## config.mk

```make
export PLATFORM = sky130hd
export DESIGN_NAME = lsu_arb
export DESIGN_NICKNAME = d
export VERILOG_FILES = /design/src/rtl/lsu_arb.sv
export SDC_FILE = /design/constraint.sdc
export NUM_CORES = 1
export LEC_CHECK = 0
export ABC_AREA = 1
export CAP_MARGIN = 10
export CORE_AREA = 2 2 125 127
export DETAILED_ROUTE_END_ITERATION = 10
export DIE_AREA = 0 0 127 129
export GPL_ROUTABILITY_DRIVEN = 0
export PLACE_DENSITY = 0.67
export SLEW_MARGIN = 15
export SYNTH_ARGS = -nofsm -noshare
export SYNTH_HDL_FRONTEND = slang
export SYNTH_SLANG_ARGS = --single-unit
export TNS_END_PERCENT = 20
```

## constraint.sdc

```tcl
create_clock -name i_clk -period 1.6 [get_ports i_clk]
set_input_delay 0.16 -clock i_clk [delete_from_list [all_inputs] [get_ports i_clk]]
set_output_delay 0.16 -clock i_clk [all_outputs]
set_load 0.01 [all_outputs]
```

## src/rtl/lsu_arb.sv

```systemverilog
// Two-requester LSU arbiter: round-robin grant, single-cycle issue, registered load response.
// Optional grant locking is built only when LSU_ARB_LOCK_EN is defined.
module lsu_arb #(
    parameter int MAX_LOCK = 4
) (
    input  logic        i_clk,
    input  logic        i_rstn,

    input  logic        i_r0_req,
    input  logic [31:0] i_r0_addr,
    input  logic [31:0] i_r0_wdata,
    input  logic [3:0]  i_r0_bmask,
    input  logic        i_r0_we,
    input  logic        i_r0_unsigned,
    input  logic        i_r0_lock,
    output logic        o_r0_gnt,
    output logic        o_r0_rvalid,
    output logic [31:0] o_r0_rdata,

    input  logic        i_r1_req,
    input  logic [31:0] i_r1_addr,
    input  logic [31:0] i_r1_wdata,
    input  logic [3:0]  i_r1_bmask,
    input  logic        i_r1_we,
    input  logic        i_r1_unsigned,
    input  logic        i_r1_lock,
    output logic        o_r1_gnt,
    output logic        o_r1_rvalid,
    output logic [31:0] o_r1_rdata,

    output logic        o_lsu_instr_valid,
    output logic [31:0] o_lsu_addr,
    output logic [31:0] o_lsu_st_data,
    output logic [3:0]  o_lsu_bytemask,
    output logic        o_lsu_st_en,
    output logic        o_lsu_ld_unsigned,
    input  logic [31:0] i_lsu_ld_data
);

    // Handshake: req acts as valid and gnt as the same-cycle acceptance; a granted
    // access is complete in that cycle, loads answer with a one-cycle rvalid pulse.
    typedef enum logic {
        LAST0 = 1'b0,
        LAST1 = 1'b1
    } last_e;

    last_e       last_q, last_d;
    logic        rr_gnt0, rr_gnt1;
    logic        gnt0, gnt1;
    logic [1:0]  rvalid_q, rvalid_d;
    logic [31:0] rdata0_q, rdata0_d;
    logic [31:0] rdata1_q, rdata1_d;

    always_comb begin
        rr_gnt0 = 1'b0;
        rr_gnt1 = 1'b0;
        if (i_r0_req && i_r1_req) begin
            if (last_q == LAST0) begin
                rr_gnt1 = 1'b1;
            end else begin
                rr_gnt0 = 1'b1;
            end
        end else begin
            rr_gnt0 = i_r0_req;
            rr_gnt1 = i_r1_req;
        end
    end

`ifdef LSU_ARB_LOCK_EN
    logic       lock_act_q, lock_act_d;
    logic       lock_own_q, lock_own_d;
    logic [3:0] lock_cnt_q, lock_cnt_d;
    logic       gnt_lock;
    logic [3:0] cnt_next;

    // An active lock bypasses round-robin: only the owner can be granted.
    always_comb begin
        gnt0 = 1'b0;
        gnt1 = 1'b0;
        if (i_rstn) begin
            if (lock_act_q) begin
                if (lock_own_q) begin
                    gnt1 = i_r1_req;
                end else begin
                    gnt0 = i_r0_req;
                end
            end else begin
                gnt0 = rr_gnt0;
                gnt1 = rr_gnt1;
            end
        end
    end

    always_comb begin
        lock_act_d = lock_act_q;
        lock_own_d = lock_own_q;
        lock_cnt_d = lock_cnt_q;
        gnt_lock   = gnt1 ? i_r1_lock : i_r0_lock;
        cnt_next   = (lock_act_q && (lock_own_q == gnt1)) ? lock_cnt_q + 4'd1 : 4'd1;
        if (gnt0 || gnt1) begin
            if (gnt_lock && (cnt_next < 4'(MAX_LOCK))) begin
                lock_act_d = 1'b1;
                lock_own_d = gnt1;
                lock_cnt_d = cnt_next;
            end else begin
                lock_act_d = 1'b0;
                lock_own_d = 1'b0;
                lock_cnt_d = 4'd0;
            end
        end else if (lock_act_q) begin
            // Owner stopped requesting: nothing issued this cycle, lock dropped.
            lock_act_d = 1'b0;
            lock_own_d = 1'b0;
            lock_cnt_d = 4'd0;
        end
    end

    always_ff @(posedge i_clk) begin
        if (!i_rstn) begin
            lock_act_q <= 1'b0;
            lock_own_q <= 1'b0;
            lock_cnt_q <= 4'd0;
        end else begin
            lock_act_q <= lock_act_d;
            lock_own_q <= lock_own_d;
            lock_cnt_q <= lock_cnt_d;
        end
    end
`else
    logic unused_lock;
    assign unused_lock = ^{i_r0_lock, i_r1_lock, 4'(MAX_LOCK)};

    always_comb begin
        gnt0 = rr_gnt0 & i_rstn;
        gnt1 = rr_gnt1 & i_rstn;
    end
`endif

    always_comb begin
        last_d = last_q;
        if (gnt0) begin
            last_d = LAST0;
        end else if (gnt1) begin
            last_d = LAST1;
        end
    end

    always_comb begin
        rvalid_d    = 2'b00;
        rvalid_d[0] = gnt0 & ~i_r0_we;
        rvalid_d[1] = gnt1 & ~i_r1_we;
        rdata0_d    = rvalid_d[0] ? i_lsu_ld_data : rdata0_q;
        rdata1_d    = rvalid_d[1] ? i_lsu_ld_data : rdata1_q;
    end

    always_comb begin
        o_lsu_instr_valid = gnt0 | gnt1;
        o_lsu_addr        = 32'd0;
        o_lsu_st_data     = 32'd0;
        o_lsu_bytemask    = 4'd0;
        o_lsu_st_en       = 1'b0;
        o_lsu_ld_unsigned = 1'b0;
        if (gnt0) begin
            o_lsu_addr        = i_r0_addr;
            o_lsu_st_data     = i_r0_wdata;
            o_lsu_bytemask    = i_r0_bmask;
            o_lsu_st_en       = i_r0_we;
            o_lsu_ld_unsigned = i_r0_unsigned;
        end else if (gnt1) begin
            o_lsu_addr        = i_r1_addr;
            o_lsu_st_data     = i_r1_wdata;
            o_lsu_bytemask    = i_r1_bmask;
            o_lsu_st_en       = i_r1_we;
            o_lsu_ld_unsigned = i_r1_unsigned;
        end
    end

    always_ff @(posedge i_clk) begin
        if (!i_rstn) begin
            last_q   <= LAST1;
            rvalid_q <= 2'b00;
            rdata0_q <= 32'd0;
            rdata1_q <= 32'd0;
        end else begin
            last_q   <= last_d;
            rvalid_q <= rvalid_d;
            rdata0_q <= rdata0_d;
            rdata1_q <= rdata1_d;
        end
    end

    assign o_r0_gnt    = gnt0;
    assign o_r1_gnt    = gnt1;
    assign o_r0_rvalid = rvalid_q[0];
    assign o_r1_rvalid = rvalid_q[1];
    assign o_r0_rdata  = rdata0_q;
    assign o_r1_rdata  = rdata1_q;

endmodule

```

* After elaboration in Yosys (flattened, before gate mapping)
Cells that the tools add are included.
** Operators by class
- Reduce and logical (&&, ||, !) cells :: 2
- Bitwise gates (word level) :: 7
- Mux-type cells :: 16
** Operators by type and width (count)
- $mux W32 :: 4
- $mux W1 :: 10
- $mux W4 :: 2
- $and A1 B1 Y1 :: 4
- $not A1 Y1 :: 2
- $reduce_bool A2 Y1 :: 1
- $logic_and A1 B1 Y1 :: 1
- $or A1 B1 Y1 :: 1
** Word-level totals
- Word-level logic and storage cells :: 29
- Input port bits :: 178
- Output and inout bits :: 139
- Bits in registers :: 67

* Logic depth before layout (Yosys ltp)
Gate-level depths: netlist (run 1).
- Depth in word-level cells :: 5
- Gate-level depth with buffers :: 8
- Mapped depth without buffers :: 6

* Worst setup path before layout (run 1)
OpenSTA, ideal clock, no wires.
- Path type :: register to output
- Start point :: register last_q
- End point :: output o_lsu_addr[21]
- Data required time :: 1.440 ns
- Path slack :: 0.415 ns
- Stages on the path, launching flop included :: 8
- Buffers on the path :: 1
- Data arrival time :: 1.025 ns
- Cells stage by stage :: dfxtp_1 > inv_2 > nand2_2 > nand2_1 > inv_2 > buf_2 > nand2_1 > nand2_1
** On the way
- Elaborated cells between the ends (all ways) :: 8
** RTL lines
- from (decl) :: line 47 : last_e last_q, last_d;
- from (signal assigned) :: line 185 : last_q <= last_d;
- $mux W1 :: line 58 : if (last_q == LAST0) begin
- $mux W1 :: line 57 : if (i_r0_req && i_r1_req) begin
- $and A1 B1 Y1 :: line 134 : gnt0 = rr_gnt0 & i_rstn;
- net o_r0_gnt :: line 16 : output logic o_r0_gnt,
- $mux W32 :: line 163 : if (gnt0) begin
- to (decl) :: line 32 : output logic [31:0] o_lsu_addr,
The timed path passes the listed nets, and every way through them passes these cells.

* Final worst setup path (run 1)
- Start point :: register last_q
- End point :: output o_lsu_addr[24]
** On the way
- Word-level cells in the longest chain between the ends :: 5
- Elaborated cells between the ends (all ways) :: 8
** Ends and longest elaborated chain
- $mux W1 :: line 58
- $mux W1 :: line 57
- $and A1 B1 Y1 :: line 135 : gnt1 = rr_gnt1 & i_rstn;
- $mux W32 :: line 169 : end else if (gnt1) begin
- $mux W32 (*) :: line 163
Every way passes the cells marked *; elsewhere a longest branch is shown, timed or not.

==> flow_summary.toml, run 1 <==
[status]
status = "complete, but fails checks"
violations = "setup timing"

[pwr]
vdd_drop_max_uv = 517
p_leak_nw = 4.29
power_density_nw_per_um2 = 679
total_power_w = 0.00561

[drt]
wl_met3_um = 2020
wl_per_cell_um = 16.4
drtIter0Drc = 306
met2_length_um = 9420
highest_layer = "met5"
drcViolationCount = 0
wl_um = 20400
ant_nets = 0
vias_per_cell = 4.29
wl_met1_um = 8470
dr.pass1.iters = 5
via_count = 5328

[grt]
grt_antenna_before_repair = 1
grt_pass1_vias = 5078
grt-ovfl-total = 0
grt_max_degree = 66
grtUsageTotal = 0.242
grt_pass1_wl_um = 30100

[yosys]
yosysWarnings = 0
synth-seq-cells = 67
synth.area.top_cells = "dfxtp_1 (34%), nand2_1 (33%), inv_1 (13%), nor2_1 (9.3%), nand4_1 (5.1%)"
synthesis.nets = 899
synth_area_um2 = 3930
synth_area_leader_cell = "dfxtp_1"
synth_area_per_cell_um2 = 5.45
yosysSeqAreaShare = 0.341
synth_top_area_frac = 0.341
synth.distinct_cells = 15
netlist_instances = 721

[timing]
worst_pin_slew_ns = 0.699
grt_setup_unrepaired = "true"
skew_ns = 0.00303
finalCriticalPeriod_ns = 1.66
setup_ws_ns = -0.0551
relSlewSlack = 0.534
clock.fmax_ghz = 0.604
hold_viol = 0
final-max-slew-violation-count = 0
hold_slack_ns = 0.388
period_share = 1.03
final-setup-viol-count = 55

[hold_path]
hp-class = "in -> reg"

[clock_tree]
clkTransAtPathRegs_ns = 0.05
clk_latency_ns = 0.32
htree_levels = 3
cts_buffer_depth = 2
root_buffer = "clkbuf_16"
numCtsBuffers = 9
cts.sinks = 67
cts_tree = "done"

[critical_path]
critPathArrivalTime_ns = 1.50
cp-start-kind = "flip-flop"
reg2reg_setup_slack_ns = 0.15
crit_fanout = 6
crit_type = "reg -> out"
end_kind = "output pin"
crit_required_ns = 1.44

[layout]
multiInputGateArea_um2 = 2200
drive_above_1_share = 0.200
syn_to_final_growth_pct = 110
nFillCells = 1445
layout.nets = 1226
regArea_um2 = 1350
final_area_um2 = 8260

[floorplanning]
num_rows = 45
die-area_um2 = 16400
core-area_um2 = 15000
io_pins = 317
dieHeight_um = 129
initial_utilization = 0.262
chipWidth_um = 127

[placement]
dpl_cell_area_um2 = 7360
dp_hpwl_um = 14800
portBuffers = 314

[job]
max-cap-violations = 0
## layout by cell type (no fill, tap or decap), types with 2 or more instances in the layout
cell,netlist,layout
buf_12,0,12
buf_16,0,9
buf_2,30,44
buf_4,1,13
buf_6,0,33
buf_8,0,4
clkbuf_16,0,9
clkbuf_8,0,3
clkdlybuf4s50_1,0,239
clkinv_1,2,2
clkinv_2,0,2
dfxtp_1,67,66
dlygate4sd2_1,0,2
inv_1,132,132
nand2_1,343,270
nand2_2,1,52
nand2_4,0,21
nand4_1,32,32
nor2_1,97,97
## power breakdown
group / leakage, nW / internal (W) / total (W) / switching (W)
Combinational: 3.59 / 0.000981 / 0.00177 / 0.000794
Clock: 0.155 / 0.00133 / 0.00204 / 0.000712
Sequential: 0.547 / 0.00175 / 0.00180 / 0.0000436
Total: 4.29 / 0.00406 / 0.00561 / 0.00155
## worst max-delay path, cell delays in order, from the launching register on
cell     delay, ns
dfxtp_4       0.37
a21oi_4       0.15
buf_12        0.15
buf_12        0.14
buf_8         0.12
nand2_4       0.05
nand2_4       0.09
buf_6         0.10
## synthesized netlist by cell type, drive strengths merged
cell type / number
nor2: 97
inv: 135
nand3: 2
clkbuf: 4
clkinv: 2
o21ai: 1
nand2: 344
dfxtp: 67
a21oi: 1
buf: 36
nand4: 32
## worst paths after layout
kind | to | startpoint | cells past startpoint
worst min-delay path | last_q | i_r1_req | 5
worst min register to register | o_r0_rdata[29] | o_r0_rdata[29] | 4
worst max register to register | o_r0_rdata[20] | last_q | 9
worst max-delay path | o_lsu_addr[24] | last_q | 7
## sequential cells by signal, summed over array words and instances, names as in the netlist
name,count
last_q,1
rvalid_q,2
o_r0_rdata,32
o_r1_rdata,32
## timing repair
action                                 CTS  global route
setup buffers                           13             1
setup endpoints to repair               77            93
gates cloned                            10             0
pin swaps                               18            17
endpoints found under the hold margin    0             0
resized for setup                      390            59
hold buffers                             0             0
## cells by family (layout without fill, tap and decap cells)
kind of cell / count (synthesis) / after routing / synth area share
and+or+nand+nor: 475 / 475 / 0.475
DFF: 67 / 67 / 0.341
buffers and inverters: 177 / 509 / 0.180
AOI/OAI and AO/OA: 2 / 2 / 0.00350
other: 0 / 1 / 0
## final cells by class
| cell class | count | share of cell area |
|---|---|---|
| Clock inverter | 4 | 0.00575 |
| Sequential cell | 67 | 0.163 |
| Antenna cell | 1 | 0.000303 |
| Timing Repair Buffer | 356 | 0.441 |
| Multi-Input combinational cell | 477 | 0.266 |
| Clock buffer | 12 | 0.0322 |
| Inverter | 137 | 0.0634 |
| Tap cell | 188 | 0.0285 |
## per-stage QoR
stage | setup TNS [ns] | util | cells | setup WS, ns
2_1_floorplan | 0 | - | 721 | 0.415
3_3_place_gp | -40.51 | 0.491 | 1203 | -0.624
3_5_place_dp | -42.80 | 0.491 | 1203 | -0.634
4_1_cts | -2.27 | 0.539 | 1241 | -0.0726
5_1_grt | -4.95 | 0.552 | 1241 | -0.116
6_report | -1.53 | 0.552 | 1242 | -0.0551
## per-layer routing
metal / global-route usage / up-vias
met5: 0 / -
met4: 0.0814 / 2
met3: 0.0794 / 38
met2: 0.397 / 228
met1: 0.301 / 2329
li1: - / 2731
Power figures use the tool's default switching activity.
==> inputs of run 2 (changes only) <==
==> constraint.sdc (replaced) <==
create_clock -name i_clk -period 1.6 [get_ports i_clk]
set_input_delay 0.24 -clock i_clk [delete_from_list [all_inputs] [get_ports i_clk]]
set_output_delay 0.24 -clock i_clk [all_outputs]
set_load 0.01 [all_outputs]
==> flow_summary.toml, run 2 (synthesis results as in run 1) <==
[status]
status = "complete, but fails checks"
violations = "setup timing"

[clock_tree]
clk_latency_ns = 0.33
root_buffer = "clkbuf_16"
cts_buffer_depth = 2
cts.sinks = 67
cts_hold_buf = 0
htree_levels = 3
numCtsBuffers = 9
clkTransAtPathRegs_ns = 0.05
cts_tree = "done"

[pwr]
p_leak_nw = 4.25
power_density_nw_per_um2 = 644
vdd_drop_max_uv = 539
total_power_w = 0.00525

[critical_path]
path_common_cell = "buf_12"
end_kind = "output pin"
crit_required_ns = 1.36
crit_chain = "a21oi_4 > buf_12 > buf_12 > buf_12 > buf_8 > nand2_4 > nand2_4 > buf_6"
crit_fanout = 3
crit_type = "reg -> out"
cp-start-kind = "flip-flop"
critPathArrivalTime_ns = 1.56
critPathBufInv = 5
cp_top_family = "buffers and inverters"
slowest_stage = "dfxtp_4"
critPathMaxStageDelay_ns = 0.36

[timing]
final-max-slew-violation-count = 0
hold_viol = 0
fin_setup_tns_ns = -9.02
clock.fmax_ghz = 0.555
relSlewSlack = 0.540
setup_ws_ns = -0.201
final-setup-viol-count = 72
grt_setup_unrepaired = "true"
finalCriticalPeriod_ns = 1.80
period_share = 1.13
skew_ns = 0.00455
worst_pin_slew_ns = 0.690

[layout]
final_util = 0.545
multiInputGateArea_um2 = 2140
final_area_um2 = 8160
syn_to_final_growth_pct = 108
layout.nets = 1229
fin_cells = 1243
drive_above_1_share = 0.184
layout_common_cells = "nand2_1 (287), clkdlybuf4s50_1 (239), inv_1 (132)"
regArea_um2 = 1350
nFillCells = 1474
final_common_cell = "nand2_1"

[floorplanning]
die-area_um2 = 16400
chipWidth_um = 127
io_pins = 317
core-area_um2 = 15000
dieHeight_um = 129
num_rows = 45
initial_utilization = 0.262

[drt]
drtIter0Drc = 277
drcViolationCount = 0
via_count = 5326
wl_um = 20400
dr.pass1.iters = 4
wl_per_cell_um = 16.4
vias_per_cell = 4.28
ant_nets = 0

[placement]
portBuffers = 314
dp_hpwl_um = 14800
dpl_cell_area_um2 = 7360
placedCellCount = 1205

[grt]
grt_pass1_vias = 5066
grtUsageTotal = 0.234
grt-ovfl-total = 0
grt_antenna_before_repair = 2
grt_pass1_wl_um = 29100
grt_max_degree = 66

[job]
max-cap-violations = 0

[hold_path]
hp-class = "in -> reg"
-- run 2: path summary, 6_finish.rpt --
kind / from / to / slack (ns) / cells after the start
max reg2reg: last_q / o_r0_rdata[16] / 0.11 / 9
max: last_q / o_lsu_addr[23] / -0.20 / 8
min: i_r1_req / last_q / 0.44 / 5
min reg2reg: o_r0_rdata[23] / o_r0_rdata[23] / 0.50 / 4
-- run 2: metal layers --
layer / vias to the layer above / part of all wire / global-route usage
met5: - / 0.00059 / 0
met4: 2 / 0.023 / 0.0776
met3: 34 / 0.091 / 0.0757
met2: 209 / 0.46 / 0.378
met1: 2352 / 0.43 / 0.297
li1: 2729 / - / -
-- run 2: what timing repair did --
item                                    CTS  global route
endpoints found under the setup margin   79            94
cloned                                    6             3
pin swaps                                26            25
resized for setup                       356            76
buffers inserted                         10             6
-- run 2: worst reg2reg max path, delay by kind of cell (launching register included) --
kind                   cells  cell delay (ns)
DFF                        1             0.36
and+or+nand+nor            4             0.34
buffers and inverters      5             0.70
-- run 2: cell type report --
| type | count | share of cell area |
|---|---|---|
| Timing Repair Buffer | 359 | 0.449 |
| Multi-Input combinational cell | 477 | 0.262 |
| Sequential cell | 67 | 0.165 |
| Tap cell | 188 | 0.0288 |
| Clock buffer | 10 | 0.0281 |
| Inverter | 137 | 0.0639 |
| Clock inverter | 4 | 0.00245 |
| Antenna cell | 1 | 0.000307 |
-- run 2: where the power goes --
part	leakage, nW	internal, W	switching (W)
Combinational	3.58	0.000978	0.000785
Clock	0.128	0.00102	0.000675
Sequential	0.547	0.00175	0.0000419
-- run 2: metrics by stage --
step | hold slack, ns | setup slack [ns]
4_1_cts | 0.383 | -0.314
6_report | 0.438 | -0.201
3_5_place_dp | 0.494 | -0.833
5_1_grt | 0.459 | -0.238
3_3_place_gp | 0.495 | -0.803
2_1_floorplan | 0.375 | 0.335
==> inputs of run 3 (changes only) <==
- PLACE_DENSITY: 0.67 -> 0.69
==> flow_summary.toml, run 3 (synthesis results as in run 1) <==
[status]
status = "complete, but fails checks"
violations = "setup timing"

[timing]
setup_ws_ns = -0.208
skew_ns = 0.00427
finalCriticalPeriod_ns = 1.81
relSlewSlack = 0.710
period_share = 1.13
worst_pin_slew_ns = 0.436
hold_viol = 0
final-max-slew-violation-count = 0
final-setup-viol-count = 72
clock.fmax_ghz = 0.553
fin_setup_tns_ns = -10.67
grt_setup_unrepaired = "true"

[pwr]
power_density_nw_per_um2 = 671
p_leak_nw = 4.19
vdd_drop_max_uv = 485

[placement]
dp_hpwl_um = 14800
placedCellCount = 1213
portBuffers = 314
pre_cts_ws_ns = -0.798

[clock_tree]
clkTransAtPathRegs_ns = 0.05
clk_latency_ns = 0.33
root_buffer = "clkbuf_16"
htree_levels = 3
numCtsBuffers = 9
cts_tree = "done"
cts.sinks = 67
cts_hold_buf = 0
cts_buffer_depth = 2

[floorplanning]
chipWidth_um = 127
num_rows = 45
initial_utilization = 0.262
dieHeight_um = 129
io_pins = 317
die-area_um2 = 16400
core-area_um2 = 15000

[critical_path]
critPathMaxStageDelay_ns = 0.33
crit_required_ns = 1.36
slowest_stage = "dfxtp_2"
crit_fanout = 7
critPathArrivalTime_ns = 1.57
end_kind = "output pin"
reg2reg_setup_slack_ns = 0.20
crit_type = "reg -> out"
crit_chain = "buf_6 > a21oi_4 > buf_12 > buf_8 > buf_16 > nand2_1 > nand2_1 > buf_2"
cp-start-kind = "flip-flop"
path_common_cell = "nand2_1"
critPathBufInv = 5
cp_top_family = "buffers and inverters"

[grt]
grt_pass1_wl_um = 28600
grt_max_degree = 44
grt_pass1_vias = 4969
grt_antenna_before_repair = 1
grtUsageTotal = 0.230
grt-ovfl-total = 0

[drt]
wl_per_cell_um = 15.8
via_count = 5287
dr.pass1.iters = 5
vias_per_cell = 4.26
wl_um = 19600
drcViolationCount = 0
drtIter0Drc = 294
ant_nets = 0

[layout]
num_antenna_cells = 0
layout_common_cells = "nand2_1 (280), clkdlybuf4s50_1 (238), inv_1 (132)"
layout.nets = 1227
fin_cells = 1242
syn_to_final_growth_pct = 106
final_common_cell = "nand2_1"
final_util = 0.541
drive_above_1_share = 0.190

[hold_path]
hp-class = "in -> reg"

[job]
max-cap-violations = 0
## run 3: cell types whose count changed in the layout (fill, tap and decap cells not counted), moves of 4 or more
cell,change
nand2_2,+19
nand2_4,-12
buf_6,+8
nand2_1,-7
buf_2,-5
clkbuf_8,+4
## run 3: path summary, 6_finish.rpt
| path | from | to | cells past startpoint |
|---|---|---|---|
| max | last_q | o_lsu_addr[7] | 8 |
| min | i_r1_req | last_q | 5 |
| max reg2reg | last_q | o_r0_rdata[19] | 8 |
| min reg2reg | o_r0_rdata[26] | o_r0_rdata[26] | 4 |
## run 3: where the power goes
| group | switching [W] | internal (W) |
|---|---|---|
| registers | 0.0000425 | 0.00175 |
| logic | 0.000763 | 0.000962 |
| clock network | 0.000702 | 0.00122 |
## run 3: layout make-up
| class | instances | area (um^2) |
|---|---|---|
| multi-input combinational | 477 | 2100 |
| timing repair buffer | 357 | 3620 |
| clock buffer | 15 | 288 |
| inverter | 137 | 517 |
| tap | 188 | 235 |
| sequential | 67 | 1340 |
| fill | 1490 | 6870 |
| clock inverter | 1 | 5.00 |
## run 3: tightest hold or removal path, stage by stage
cell and delay, ns:
dlygate4sd2_1 0.26, nor2_1 0.05, nand2_1 0.05, nand2_1 0.05, inv_1 0.04
## run 3: repair_timing
action	CTS	global route
pin swaps	38	25
resized for setup	381	57
setup buffers	8	2
endpoints found under the setup margin	74	82
cloned	4	1
## run 3: through the flow
step                      hold WS, ns  power [W]  cell area (um^2)
after global routing            0.462    0.00570              8100
after CTS                       0.381    0.00542              7880
after floorplan                 0.375    0.00237              3930
after global placement          0.495    0.00343              7440
after detailed placement        0.497    0.00343              7440
final                           0.389    0.00544              8100
## run 3: routing by layer
metal | share of wire | wire length, um | global-route usage
met5 | 0.00066 | 13 | 0
met4 | 0.020 | 394 | 0.0646
met3 | 0.097 | 1900 | 0.0748
met2 | 0.46 | 8990 | 0.376
met1 | 0.42 | 8350 | 0.291
